===== src/rtl/dec_to_bin.sv =====
// dec_to_bin: serial ASCII decimal field -> binary, one char per clk.
// Ports: clk, rst(sync hi), ascii_ready/ascii_in -> binary_out/binary_ready/err. Opt: DEC_TO_BIN_SIGN_EN.
module dec_to_bin #(
  parameter int NUM_CHARS = 16,
  parameter int OUT_WIDTH = 32
) (
  input  logic                   clk,
  input  logic                   rst,
  input  logic                   ascii_ready,
  input  logic [8*NUM_CHARS-1:0] ascii_in,
  output logic [OUT_WIDTH-1:0]   binary_out,
  output logic                   binary_ready,
  output logic [1:0]             err
);
  localparam int XW = OUT_WIDTH + 4;
  localparam int IW = $clog2(NUM_CHARS + 1);
  localparam logic [IW-1:0] LAST = IW'(NUM_CHARS - 1);
  localparam logic [1:0] E_OK    = 2'd0;
  localparam logic [1:0] E_ILL   = 2'd1;
  localparam logic [1:0] E_OVF   = 2'd2;
  localparam logic [1:0] E_EMPTY = 2'd3;

  typedef enum logic [1:0] {IDLE, SCAN, DONE} state_t;
  typedef enum logic [1:0] {LEAD, DIGITS, TRAIL, MINUS} phase_t;

  state_t state, state_n;
  phase_t phase, phase_n;
  logic [8*NUM_CHARS-1:0] sh, sh_n;
  logic [OUT_WIDTH-1:0] acc, acc_n, out_n;
  logic [IW-1:0] idx, idx_n;
  logic [1:0] serr, serr_n, err_n;
  logic neg, neg_n, rdy_n, prev, start, take;

  logic [7:0] c;
  logic is_dig, is_spc, ovf;
  logic [XW-1:0] mac, lim;
  logic [OUT_WIDTH-1:0] sat, fin_val;
  logic [1:0] fin_err;

  assign start  = ascii_ready & ~prev;
  assign c      = sh[8*NUM_CHARS-1 -: 8];
  assign is_dig = (c >= 8'h30) && (c <= 8'h39);
  assign is_spc = (c == 8'h20);
  assign mac    = XW'(acc) * XW'(10) + XW'(c[3:0]);

  // neg stays 0 unless the sign option lets '-' through
  assign lim = neg ? (XW'(1) << (OUT_WIDTH - 1))
                   : XW'({OUT_WIDTH{1'b1}});
  assign sat = neg ? (OUT_WIDTH'(1) << (OUT_WIDTH - 1))
                   : {OUT_WIDTH{1'b1}};
  assign ovf = mac > lim;

  always_comb begin
    fin_err = serr;
    if (serr == E_OK && (phase == LEAD || phase == MINUS))
      fin_err = E_EMPTY;
    fin_val = neg ? -acc : acc;
    if (fin_err == E_ILL || fin_err == E_EMPTY)
      fin_val = '0;
  end

  always_comb begin
    state_n = state;
    phase_n = phase;
    sh_n    = sh;
    acc_n   = acc;
    idx_n   = idx;
    serr_n  = serr;
    neg_n   = neg;
    out_n   = binary_out;
    err_n   = err;
    rdy_n   = binary_ready;
    take    = 1'b0;
    unique case (state)
      IDLE: begin
        if (start) begin
          sh_n    = ascii_in;
          acc_n   = '0;
          idx_n   = '0;
          phase_n = LEAD;
          serr_n  = E_OK;
          neg_n   = 1'b0;
          state_n = SCAN;
        end
      end
      SCAN: begin
        if (!ascii_ready) begin
          state_n = IDLE;
        end else begin
          sh_n  = sh << 8;
          idx_n = idx + IW'(1);
          if (idx == LAST)
            state_n = DONE;
          // first error freezes the scan result
          if (serr == E_OK) begin
            unique case (phase)
              LEAD: begin
                unique case (1'b1)
                  is_spc: ;
                  is_dig: begin
                    phase_n = DIGITS;
                    take    = 1'b1;
                  end
                  default: begin
`ifdef DEC_TO_BIN_SIGN_EN
                    if (c == 8'h2d) begin
                      phase_n = MINUS;
                      neg_n   = 1'b1;
                    end else
`endif
                    serr_n = E_ILL;
                  end
                endcase
              end
              MINUS: begin
                unique case (1'b1)
                  is_dig: begin
                    phase_n = DIGITS;
                    take    = 1'b1;
                  end
                  is_spc:  serr_n = E_EMPTY;
                  default: serr_n = E_ILL;
                endcase
              end
              DIGITS: begin
                unique case (1'b1)
                  is_dig:  take    = 1'b1;
                  is_spc:  phase_n = TRAIL;
                  default: serr_n  = E_ILL;
                endcase
              end
              TRAIL: begin
                if (!is_spc)
                  serr_n = E_ILL;
              end
            endcase
            if (take) begin
              if (ovf) begin
                serr_n = E_OVF;
                acc_n  = sat;
              end else begin
                acc_n = mac[OUT_WIDTH-1:0];
              end
            end
          end
        end
      end
      DONE: begin
        if (!ascii_ready) begin
          rdy_n   = 1'b0;
          state_n = IDLE;
        end else begin
          rdy_n = 1'b1;
          out_n = fin_val;
          err_n = fin_err;
        end
      end
      default: state_n = IDLE;
    endcase
  end

  always_ff @(posedge clk) begin
    if (rst) begin
      state        <= IDLE;
      phase        <= LEAD;
      sh           <= '0;
      acc          <= '0;
      idx          <= '0;
      serr         <= E_OK;
      neg          <= 1'b0;
      prev         <= 1'b0;
      binary_out   <= '0;
      binary_ready <= 1'b0;
      err          <= E_OK;
    end else begin
      state        <= state_n;
      phase        <= phase_n;
      sh           <= sh_n;
      acc          <= acc_n;
      idx          <= idx_n;
      serr         <= serr_n;
      neg          <= neg_n;
      prev         <= ascii_ready;
      binary_out   <= out_n;
      binary_ready <= rdy_n;
      err          <= err_n;
    end
  end
endmodule


===== config.mk =====
export PLATFORM = sky130hd
export DESIGN_NAME = dec_to_bin
export DESIGN_NICKNAME = d
export VERILOG_FILES = /design/src/rtl/dec_to_bin.sv
export SDC_FILE = /design/constraint.sdc
export NUM_CORES = 1
export LEC_CHECK = 0
export CORE_MARGIN = 4
export CORE_UTILIZATION = 45
export DETAILED_ROUTE_END_ITERATION = 6
export PLACE_DENSITY = 0.66
export SYNTH_ARGS = -nofsm -noshare
export SYNTH_HDL_FRONTEND = slang
export SYNTH_SLANG_ARGS = --single-unit

===== constraint.sdc =====
create_clock -name clk -period 10.9 [get_ports clk]
set_clock_uncertainty 0.05 [all_clocks]
set_input_delay 1.09 -clock clk [delete_from_list [all_inputs] [get_ports clk]]
set_output_delay 1.09 -clock clk [all_outputs]
set_load 0.01 [all_outputs]

# After elaboration in Yosys (flattened, before gate mapping)
# Cells that the tools add are included.
[totals]
romBits = 0
latchBits = 0
mem_bits_rw = 0
mem_count = 0
in_bits = 131
register_bits = 207
[classes]
eq_ne = 18
n_mux = 41
n_shift = 0
n_div = 0
add_sub_neg = 2
order_cmp = 3
multipliers = 1
n_reduce_logical = 18
n_bitwise = 2
[ops]
columns = ["cell", "count"]
rows = [
  ["$mux W128", 2],
  ["$pmux W128 S2", 1],
  ["$mux W32", 6],
  ["$pmux W32 S2", 1],
  ["$add A36 B4 Y36", 1],
  ["$gt A36 B32 Y1 const B", 1],
  ["$mul A32 B3 Y35 const B", 1],
  ["$mux W2", 16],
  ["$pmux W2 S2", 4],
  ["$pmux W2 S3", 2],
  ["$mux W5", 2],
  ["$ne A2 B2 Y1 const B", 5],
  ["$pmux W5 S2", 1],
  ["$ne A3 B3 Y1 const B", 3],
  ["$eq A2 B2 Y1 const B", 4],
  ["$eq A8 B6 Y1 const B", 1],
  ["$ge A8 B6 Y1 const B", 1],
  ["$le A8 B6 Y1 const B", 1],
  ["$reduce_and A7 Y1", 1],
  ["$eq A2 B1 Y1 const B", 3],
  ["$logic_not A2 Y1", 3],
  ["$mux W1", 6],
  ["$reduce_and A3 Y1", 2],
  ["$reduce_or A2 Y1", 3],
  ["other kinds (12)", 14],
]

# Logic depth before layout (Yosys ltp)
# Gate-level depths: netlist of the first run.
[logic_depth]
ltp_word = 11
mapped_depth = 17
ltp_nobuf = 15

# Worst setup path before layout of the first run
# OpenSTA, ideal clock, no wires.
[synth_timing]
kind = "register to register"
from = "register acc[1]"
to = "register acc[11]"
setup_slack_ns = 6.437
t_arrival_ns = 4.277
required_ns = 10.714
period_less_slack_ns = 4.463
stages_incl_launch_ff = 17
setup_time_ns = 0.136
cell_sequence = "dfxtp_1 ha_1 ha_1 fa_1 a211oi_2 o31ai_4 a31oi_2 xnor2_2 nor4b_4 nand2_2 or4_4 nor4_4 nand2_1 mux2i_1 o21ai_2 buf_6 o211ai_2"
[synth_via]
elab_chain_len = 8
[synth_rtl]
columns = ["element", "line", "source"]
rows = [
  ["start: declaration", "29", "logic [OUT_WIDTH-1:0] acc, acc_n, out_n;"],
  ["start signal: assignment", "179", "acc <= acc_n;"],
  ["$mul A32 B3 Y35 *", "44", "assign mac = XW'(acc) * XW'(10) + XW'(c[3:0]);"],
  ["$add A36 B4 Y36 *", "44", ""],
  ["$gt A36 B32 Y1", "51", "assign ovf = mac > lim;"],
  ["$mux W32 *", "138", "if (ovf) begin"],
  ["$mux W32 *", "137", "if (take) begin"],
  ["$mux W32 *", "95", "if (serr == E_OK) begin"],
  ["$mux W32 *", "87", "if (!ascii_ready) begin"],
  ["$pmux W32 S2 *", "74", "unique case (state)"],
]
# Mark *: on every way between the ends. The rest lies on a longest branch, timed or not. The select of a mux whose other input is x is not followed.
# A chain may end at the register's enable or synchronous reset.

# Final worst setup path of the first run
[layout_timing]
from = "register acc[1]"
to = "register acc[13]"
# The elaborated chain is that of the path after synthesis.

==> flow_summary.yaml, run 1 <==
detailed_routing:
  post_drt_wl_per_cell_um: 17.0
  viasPerCell: 5.68
  vias: 10643
  firstDrtPassIters: 5
  drc: 0
  ant_nets: 0
  drt-total-wl_mm: 31.8
  drt_iter0_drc: 766
clocking:
  clk_latency_ns: 0.52
  cts_made_buffers: 24
  clockBufferDepth: 3
  cts_hold_buffers: 0
  cts_root_buffer: "clkbuf_16"
  clk_pin_slew_ns: 0.06
  clock_sinks: 207
  cts_tree: "yes"
  htreeDepth: 1
  cts_resized: 0
  cts_setup_buffers: 0
synth:
  async_reset_ff_share_pct: 0
  postSynthAreaPerCell_sq_um: 8.06
  synth-edff-count: 0
  synth-adder-area-share_pct: 7.87
  synth-xor-area-share_pct: 3.87
  ys_warn_count: 0
  synth_largest_area_cell: "dfxtp_1"
  syn_nets: 1626
  synth_mux_area_share_pct: 0.262
  syn_area_sq_um: 11500
  synth_area_leaders: "dfxtp_1 (36%), nand2_1 (9.5%), a311oi_1 (9.3%)"
  synth_cells: 1424
  ys_ff_latch: 207
  yosysSeqAreaShare_pct: 36.1
  synthSimpleGateAreaFrac_pct: 24.8
  synth.distinct_cells: 76
  synth_flop_cell: "dfxtp_1"
  yosysTopAreaCellShare_pct: 36.1
  synth-compound-area-share_pct: 23.1
  synth_top_family_by_area: "simple AND/OR/NAND/NOR gates"
floorplan:
  die_area_sq_um: 28100
  start_util_pct: 45.7
  num_io_pins: 166
  rows: 58
  die_h_um: 168
  core_region_area_sq_um: 25100
  die_x_um: 168
finish:
  layout.nets: 1725
  final_cells: 1873
  fillers: 2429
  final_layout_size_suffix_gt1_share_pct: 7.01
  synthToLayoutAreaGrowth_pct: 23.4
setup_path:
  worstSetupPathType: "flop to flop"
  start_kind: "flop"
  cp.required_ns: 11.20
  arrival_ns: 5.74
  critPathCaptureType: "flop"
  critPathMaxFanout: 33
  ff2ff_setup_slack_ns: 5.46
timing:
  finalSetupTns_ns: 0
  finalSetupViolCount: 0
  hold_viol: 0
  grt_setup_unrepaired: "false"
  worst_pin_slew_ns: 1.17
  fin_hold_ws_ns: 0.402
  timing.final.ws_setup_ns: 5.46
  fmax_ghz: 0.184
  drv_slew: 0
  slew_headroom_pct: 21.7
  period_needed_ns: 5.44
  period_share_pct: 49.9
global_routing:
  grt-ovfl-total: 0
  grt_use_total_pct: 21.7
  grt_max_degree: 109
  antenna_found_initial: 4
  grt_pass1_wl_mm: 51.5
  grt_pass1_vias: 10080
place:
  place.gp.congestion: 0.931
  dp_hpwl_mm: 22.7
  place_inst: 1827
  port_buffers: 165
  pre_cts_slack_ns: 5.46
power:
  p_leak_nw: 5.68
  power.total_mw: 1.93
  p_per_area_nw_per_um2: 136
  peakVddDrop_mv: 0.113
min_path:
  hold_class: "flop to flop"
status:
  status: "finished clean"
run:
  max_cap_violations: 0
==> where the power goes <==
| group | internal, mW | total, mW | switching [mW] |
|---|---|---|---|
| clock | 0.581 | 0.906 | 0.326 |
| combinational | 0.0901 | 0.193 | 0.103 |
| sequential | 0.803 | 0.830 | 0.0268 |
==> stage by stage <==
stage                     cell area, sq um  util (%)
after floorplan                      11500         -
after global placement               13300      52.8
after detailed placement             13300      52.8
after CTS                            14200      56.4
after global routing                 14200      56.4
final                                14200      56.4
==> critical path, stage by stage (launching register included) <==
cell and delay [ns]:
dfxtp_1 0.42, ha_1 0.27, ha_1 0.24, fa_1 0.45, a211oi_2 0.46, o31ai_4 0.18
a31oi_2 0.24, xnor2_2 0.17, nor4b_4 0.31, nand2_2 0.14, or4_4 0.58, nor4_4 0.36
nand2_1 0.11, mux2i_1 0.16, o21ai_4 0.93, o211ai_2 0.17
==> layout by cell type (no fill, tap or decap), types with 4 or more instances in the layout <==
cell type	Yosys	routed
xnor2_1	28	28
a311oi_1	122	122
nand2_2	19	19
nor3_1	21	20
nor2_1	204	204
a21o_1	17	17
a22oi_1	64	64
o21a_1	8	8
and2_1	9	9
buf_4	1	11
nand2b_1	10	8
clkdlybuf4s50_1	0	164
nand3b_1	7	7
o21ai_0	19	19
bufinv_16	0	6
and4_1	5	5
clkbuf_8	0	5
clkinv_2	0	4
a2111oi_0	4	4
o211ai_1	7	7
or3_1	4	4
nand2_1	290	290
nor2b_1	8	7
and3_1	12	12
nor4_1	9	8
or4_1	5	5
o211ai_2	8	8
nand4_1	8	8
inv_1	10	10
a21oi_1	41	41
ha_1	69	69
dfxtp_1	207	207
xor2_1	19	19
a211oi_1	8	8
clkbuf_16	0	24
nand3_1	18	18
o2111ai_1	4	4
==> state kept, by name (all words and copies together), names as in the netlist <==
name / count
idx: 5
sh: 128
serr: 2
prev: 1
state: 2
binary_out: 32
binary_ready: 1
acc: 32
err: 2
phase: 2
==> routing by layer <==
metal / track usage, % / vias up / share of wire (%)
li1: - / 5360 / -
met1: 29.3 / 4929 / 45
met2: 35.3 / 282 / 47
met3: 3.38 / 68 / 5.0
met4: 8.08 / 4 / 3.3
met5: 0 / - / 0.079
==> cells by family (layout without fill, tap and decap cells) <==
group                      after synthesis  in the layout
DFF                                    207            207
buffers and inverters                  112            229
AOI/OAI and AO/OA                      336            336
xor gates and xnor gates                49             49
muxes                                    3              3
and+or+nand+nor                        646            646
adders and majority gates               71             71
other                                    0              2
==> worst paths after layout <==
| check | start | endpoint | cells after the start |
|---|---|---|---|
| max reg2reg | acc[1]$_SDFFE_PP0P_ | acc[13]$_SDFFE_PP0P_ | 15 |
| max | acc[1]$_SDFFE_PP0P_ | acc[13]$_SDFFE_PP0P_ | 15 |
| min | binary_ready$_SDFFE_PP0N_ | binary_ready$_SDFFE_PP0N_ | 2 |
| min reg2reg | binary_ready$_SDFFE_PP0N_ | binary_ready$_SDFFE_PP0N_ | 2 |
==> layout make-up <==
cell class                      instances  area (sq um)  share of cell area, %
Sequential cell                       207          4140                   29.3
Clock buffer                           32           681                   4.80
Timing Repair Buffer                  175          1720                   12.2
Multi-Input combinational cell       1105          6940                   49.0
Tap cell                              330           413                   2.91
Inverter                               10          37.5                  0.265
Clock inverter                         12           224                   1.58
Antenna cell                            2          5.00                 0.0353
==> synthesized netlist by cell type, drive strengths merged, types with 2 or more instances <==
library cell,n
and4,5
fa,2
and3,12
inv,10
a21oi,41
nand3,18
mux2i,3
xor2,20
a311oi,122
ha,69
a21boi,3
a221oi,3
dfxtp,207
xnor2,29
clkbuf,93
a211oi,10
or3,4
a31oi,4
o221ai,2
o31ai,2
and2,9
nor4b,2
nand2b,10
o211ai,15
nor3,21
or2,5
nand4,8
o21a,8
a22oi,64
nor4,11
o2111ai,5
buf,9
nor2b,8
nor2,204
nand2,309
nand3b,8
a2111oi,5
nor3b,3
a21o,17
o21ai,22
o22ai,3
or4,6
Power figures use the tool's default switching activity.
==> run 2: changes to the inputs <==
--- a/config.mk
+++ b/config.mk
@@ -8,7 +8,7 @@
 export CORE_MARGIN = 4
 export CORE_UTILIZATION = 45
 export DETAILED_ROUTE_END_ITERATION = 6
-export PLACE_DENSITY = 0.66
+export PLACE_DENSITY = 0.69
 export SYNTH_ARGS = -nofsm -noshare
 export SYNTH_HDL_FRONTEND = slang
 export SYNTH_SLANG_ARGS = --single-unit
==> constraint.sdc (replaced) <==
create_clock -name clk -period 4.9 [get_ports clk]
set_clock_uncertainty 0.05 [all_clocks]
set_input_delay 0.49 -clock clk [delete_from_list [all_inputs] [get_ports clk]]
set_output_delay 0.49 -clock clk [all_outputs]
set_load 0.01 [all_outputs]
==> run 2 against run 1 <==
  * Combinational power grew 130%
  * Non-clock buffer count is 10 higher
  * Global-route usage grew 0.49 points
  * Setup slack lost 5.2 ns
  * Wire length up 2.3%
  * Largest power group is now sequential cells
==> flow_summary.yaml, run 2 (synthesized netlist as in run 1, its figures left out) <==
floorplan:
  core_region_area_sq_um: 25100
  rows: 58
  die_area_sq_um: 28100
  die_h_um: 168
  num_io_pins: 166
  start_util_pct: 45.7
  die_x_um: 168
timing:
  finalSetupViolCount: 0
  period_needed_ns: 4.61
  fmax_ghz: 0.217
  slew_headroom_pct: 29.9
  drv_slew: 0
  period_share_pct: 94.0
  finalSetupTns_ns: 0
  fin_hold_ws_ns: 0.408
  hold_viol: 0
  grt_setup_unrepaired: "false"
  timing.final.ws_setup_ns: 0.295
  worst_pin_slew_ns: 1.05
finish:
  regMostFlops: "sh"
  final_cells: 1877
  final_common_cell: "nand2_1"
  largest_register_ffs: 128
  layout.nets: 1734
  top_regs: "sh x128, acc x32, binary_out x32"
  final_cell_mix: "nand2_1 (290), dfxtp_1 (207), nor2_1 (204), clkdlybuf4s50_1 (164), a311oi_1 (122)"
  synthToLayoutAreaGrowth_pct: 23.3
  final_layout_size_suffix_gt1_share_pct: 7.44
min_path:
  hold_class: "flop to flop"
clocking:
  clockBufferDepth: 3
  clk_pin_slew_ns: 0.06
  cts_made_buffers: 23
  cts_root_buffer: "clkbuf_16"
  cts_setup_buffers: 0
  clock_sinks: 207
  htreeDepth: 1
  cts_hold_buffers: 0
  cts_tree: "yes"
  clk_latency_ns: 0.52
run:
  max_cap_violations: 0
setup_path:
  cp.required_ns: 5.23
  critPathCaptureType: "flop"
  worstSetupPathType: "flop to flop"
  critPathMaxFanout: 17
  start_kind: "flop"
  arrival_ns: 4.93
global_routing:
  grt_max_degree: 243
  grt-ovfl-total: 0
  grt_pass1_wl_mm: 52.6
  grt_pass1_vias: 10227
  grt_use_total_pct: 22.2
  antenna_found_initial: 2
power:
  switchingPower_mw: 1.01
  p_per_area_nw_per_um2: 286
  p_leak_nw: 5.67
  comb_power_share_pct: 10.7
  power.total_mw: 4.05
  intPower_mw: 3.04
  switching_share_pct: 25.0
  p_seq_share_pct: 45.6
  pwr-share-clk_pct: 43.7
  peakVddDrop_mv: 0.230
place:
  pre_cts_slack_ns: 0.155
  place.gp.congestion: 0.925
  port_buffers: 165
  place_inst: 1837
  dp_hpwl_mm: 23.2
status:
  status: "finished clean"
detailed_routing:
  route.met2.wl_mm: 15.2
  firstDrtPassIters: 6
  highest_layer: "met5"
  met1Wirelength_mm: 14.9
  wl_met3_mm: 1.65
  ant_nets: 0
  vias: 10711
  drt_iter0_drc: 851
  drt-total-wl_mm: 32.6
  post_drt_wl_per_cell_um: 17.3
  viasPerCell: 5.71
  drc: 0
-- run 2: changes by cell type in the layout (fill, tap and decap cells not counted), sizes merged --
cell	delta
diode	-1
clkinv	-1
clkinvlp	+1
clkbuf	-2
buf	+10
bufinv	-4
inv	+1
-- run 2: area by class of cell --
| class | instances | area [sq um] |
|---|---|---|
| fill | 2414 | 11000 |
| clock buffer | 30 | 652 |
| inverter | 10 | 37.5 |
| tap | 330 | 413 |
| clock inverter | 9 | 119 |
| sequential | 207 | 4140 |
| multi-input combinational | 1105 | 6950 |
| antenna | 1 | 2.50 |
| timing repair buffer | 185 | 1840 |
-- run 2: metal layers --
| layer | GRT usage (%) | up-vias |
|---|---|---|
| li1 | - | 5362 |
| met4 | 6.21 | 2 |
| met2 | 36.6 | 245 |
| met1 | 30.2 | 5051 |
| met3 | 3.71 | 51 |
| met5 | 0 | - |
-- run 2: critical path, cell delays in order (launching register included) --
cell and delay [ns]:
dfxtp_1 0.38, ha_1 0.25, ha_1 0.24, fa_2 0.40, a21o_1 0.21, or3_1 0.36, a211oi_1 0.28, o211a_1 0.23
and3_1 0.21, nand3b_2 0.12, or4_4 0.53, nor4_4 0.35, nand2_1 0.12, mux2i_1 0.17, o21ai_4 0.25, buf_12 0.21
o211ai_1 0.10
-- run 2: power by group through the flow --
stage	sequential [mW]	combinational [mW]	clock, mW
5_1_grt	1.86	0.491	1.88
4_1_cts	1.85	0.437	1.80
2_1_floorplan	1.86	0.272	0
3_5_place_dp	1.88	0.436	0
3_3_place_gp	1.88	0.430	0
6_report	1.85	0.435	1.77
-- run 2: timing repair --
item                                    4_1_cts  5_1_grt
endpoints found under the hold margin         0        0
endpoints found under the setup margin        0       33
gates resized for setup                       0        2
-- run 2: stage by stage --
stage / utilization, % / area [sq um]
floorplan: - / 11500
global placement: 53.2 / 13400
detailed placement: 53.2 / 13400
CTS: 56.3 / 14100
global route: 56.4 / 14200
finish: 56.4 / 14200
-- run 2: path summary, 6_finish.rpt --
path / start / endpoint / slack, ns / cells past startpoint
worst max-delay path: acc[3]$_SDFFE_PP0P_ / acc[26]$_SDFFE_PP0P_ / 0.29 / 16
worst min-delay path: binary_ready$_SDFFE_PP0N_ / binary_ready$_SDFFE_PP0N_ / 0.41 / 2
worst max register to register: acc[3]$_SDFFE_PP0P_ / acc[26]$_SDFFE_PP0P_ / 0.29 / 16
worst min register to register: binary_ready$_SDFFE_PP0N_ / binary_ready$_SDFFE_PP0N_ / 0.41 / 2
==> run 3: changes to the inputs <==
==> constraint.sdc (replaced) <==
create_clock -name clk -period 4.9 [get_ports clk]
set_clock_uncertainty 0.05 [all_clocks]
set_input_delay 0.98 -clock clk [delete_from_list [all_inputs] [get_ports clk]]
set_output_delay 0.98 -clock clk [all_outputs]
set_load 0.01 [all_outputs]
==> run 3 against run 2 <==
  * Die area stayed put
  * Clock-buffer cell count is 5 higher
  * Critical path depth stayed put
  * Combinational power is 0.9% lower
  * Via count is 1.5% lower
  * Register-to-register slack worse by 0.04 ns
  * Maximum frequency is 0.92% lower
  * Cell count is 0.11% lower
  * Largest cell class unchanged
  * Highest routed layer unchanged
==> flow_summary.yaml, run 3 (synthesized netlist as in run 1, its figures left out) <==
detailed_routing:
  viasPerCell: 5.63
  post_drt_wl_per_cell_um: 17.0
  drt_iter0_drc: 890
  firstDrtPassIters: 5
  vias: 10549
  drc: 0
  drt-total-wl_mm: 31.9
  ant_nets: 0
clocking:
  cts_tree: "yes"
  htreeDepth: 1
  clk_pin_slew_ns: 0.06
  cts_root_buffer: "clkbuf_16"
  clock_sinks: 207
  clk_latency_ns: 0.53
  cts_made_buffers: 23
  cts_hold_buffers: 0
  clockBufferDepth: 3
finish:
  synthToLayoutAreaGrowth_pct: 23.1
  regMostFlops: "sh"
  diodes: 0
  seqCellArea_sq_um: 4140
  final_common_cell: "nand2_1"
  final_cell_mix: "nand2_1 (290), dfxtp_1 (207), nor2_1 (204), clkdlybuf4s50_1 (164), a311oi_1 (122)"
  top_regs: "sh x128, acc x32, binary_out x32"
  largest_register_ffs: 128
  final_layout_size_suffix_gt1_share_pct: 7.18
  fillers: 2399
  layout.nets: 1731
  final_cells: 1875
  multiInputGateArea_sq_um: 6950
min_path:
  hold_path_depth: 2
  hold_class: "flop to flop"
  whs_endpoint: "binary_ready$_SDFFE_PP0N_"
  min-delay-start: "binary_ready$_SDFFE_PP0N_"
setup_path:
  arrival_ns: 4.98
  r2r-end: "acc[5]$_SDFFE_PP0P_"
  ff2ff_setup_slack_ns: 0.25
  r2r_start: "acc[3]$_SDFFE_PP0P_"
  worstSetupPathType: "flop to flop"
  critPathMaxFanout: 30
  critPathCaptureType: "flop"
  cp.required_ns: 5.23
  worstRegToRegCells: 16
  start_kind: "flop"
power:
  p_leak_nw: 5.67
  peakVddDrop_mv: 0.198
  p_per_area_nw_per_um2: 286
timing:
  fmax_ghz: 0.215
  period_needed_ns: 4.65
  drv_slew: 0
  fin_hold_ws_ns: 0.413
  period_share_pct: 94.9
  finalSetupViolCount: 0
  slew_headroom_pct: 28.3
  timing.final.ws_setup_ns: 0.252
  hold_viol: 0
  grt_setup_unrepaired: "false"
  worst_pin_slew_ns: 1.08
  finalSetupTns_ns: 0
run:
  max_cap_violations: 0
floorplan:
  num_io_pins: 166
  die_area_sq_um: 28100
  die_x_um: 168
  rows: 58
  start_util_pct: 45.7
  core_region_area_sq_um: 25100
  die_h_um: 168
status:
  status: "finished clean"
global_routing:
  antenna_found_initial: 2
  grt_pass1_vias: 10184
  grt_pass1_wl_mm: 52.3
  grt_use_total_pct: 22.0
  grt-ovfl-total: 0
  grt_max_degree: 242
place:
  place_inst: 1833
  place.gp.congestion: 0.906
  dp_hpwl_mm: 22.7
  port_buffers: 165
  pre_cts_slack_ns: 0.207
run 3: cell count changes in the layout (fill, tap and decap cells not counted):
cell        before  now
buf_4           18   15
clkbuf_8         5    8
fa_2             1    0
clkinvlp_4       2    1
clkinv_2         3    2
diode_2          1    0
clkbuf_1         2    4
bufinv_16        2    1
fa_1             1    2
run 3: critical path: stages (launching register included):
cell	delay [ns]
dfxtp_1	0.38
ha_1	0.26
ha_1	0.24
fa_1	0.48
a211oi_4	0.35
o31ai_4	0.16
a31oi_2	0.24
xnor2_2	0.17
nor4b_4	0.29
nand2_2	0.14
or4_4	0.58
nor4_4	0.29
nand2_1	0.10
mux2i_1	0.16
o21ai_4	0.20
buf_12	0.23
o211ai_2	0.12
run 3: worst max-delay path by stage:
stage | slack (ns) | endpoint | from | depth (start not counted)
after floorplan | 0.44 | acc[11]$_SDFFE_PP0P_ | acc[1]$_SDFFE_PP0P_ | 16
after CTS | 0.16 | acc[5]$_SDFFE_PP0P_ | acc[3]$_SDFFE_PP0P_ | 16
after detailed placement | 0.21 | acc[26]$_SDFFE_PP0P_ | acc[3]$_SDFFE_PP0P_ | 16
after global placement | 0.28 | acc[26]$_SDFFE_PP0P_ | acc[3]$_SDFFE_PP0P_ | 16
final | 0.25 | acc[5]$_SDFFE_PP0P_ | acc[3]$_SDFFE_PP0P_ | 16
after global routing | 0.03 | acc[5]$_SDFFE_PP0P_ | acc[3]$_SDFFE_PP0P_ | 16
run 3: power by group:
part,switching (mW),internal [mW]
Combinational,0.227,0.204
Sequential,0.0606,1.79
Clock,0.719,1.04
run 3: layout make-up:
type | count | area share, %
Sequential cell | 207 | 29.3
Timing Repair Buffer | 182 | 12.8
Multi-Input combinational cell | 1105 | 49.1
Inverter | 10 | 0.266
Tap cell | 330 | 2.92
Clock inverter | 6 | 0.540
Clock buffer | 35 | 4.96
run 3: what timing repair did:
item                       4_1_cts  5_1_grt
setup endpoints to repair        0       29
gates resized for setup          0        1
hold endpoints to repair         0        0
setup buffers                    0        1
run 3: routing by layer:
metal / vias to the layer above / GRT usage [%] / share of wire, %
met5: - / 0 / 0.066
met4: 4 / 5.65 / 2.5
li1: 5362 / - / -
met3: 57 / 3.82 / 4.8
met1: 4913 / 30.7 / 47
met2: 213 / 35.3 / 46
run 3: through the flow:
step                power, mW  cell area (sq um)  utilization (%)
detailed placement       2.32              13300             53.1
CTS                      4.08              14100             56.2
floorplan                2.13              11500                -
global placement         2.31              13300             53.1
global route             4.21              14100             56.3
finish                   4.04              14100             56.3
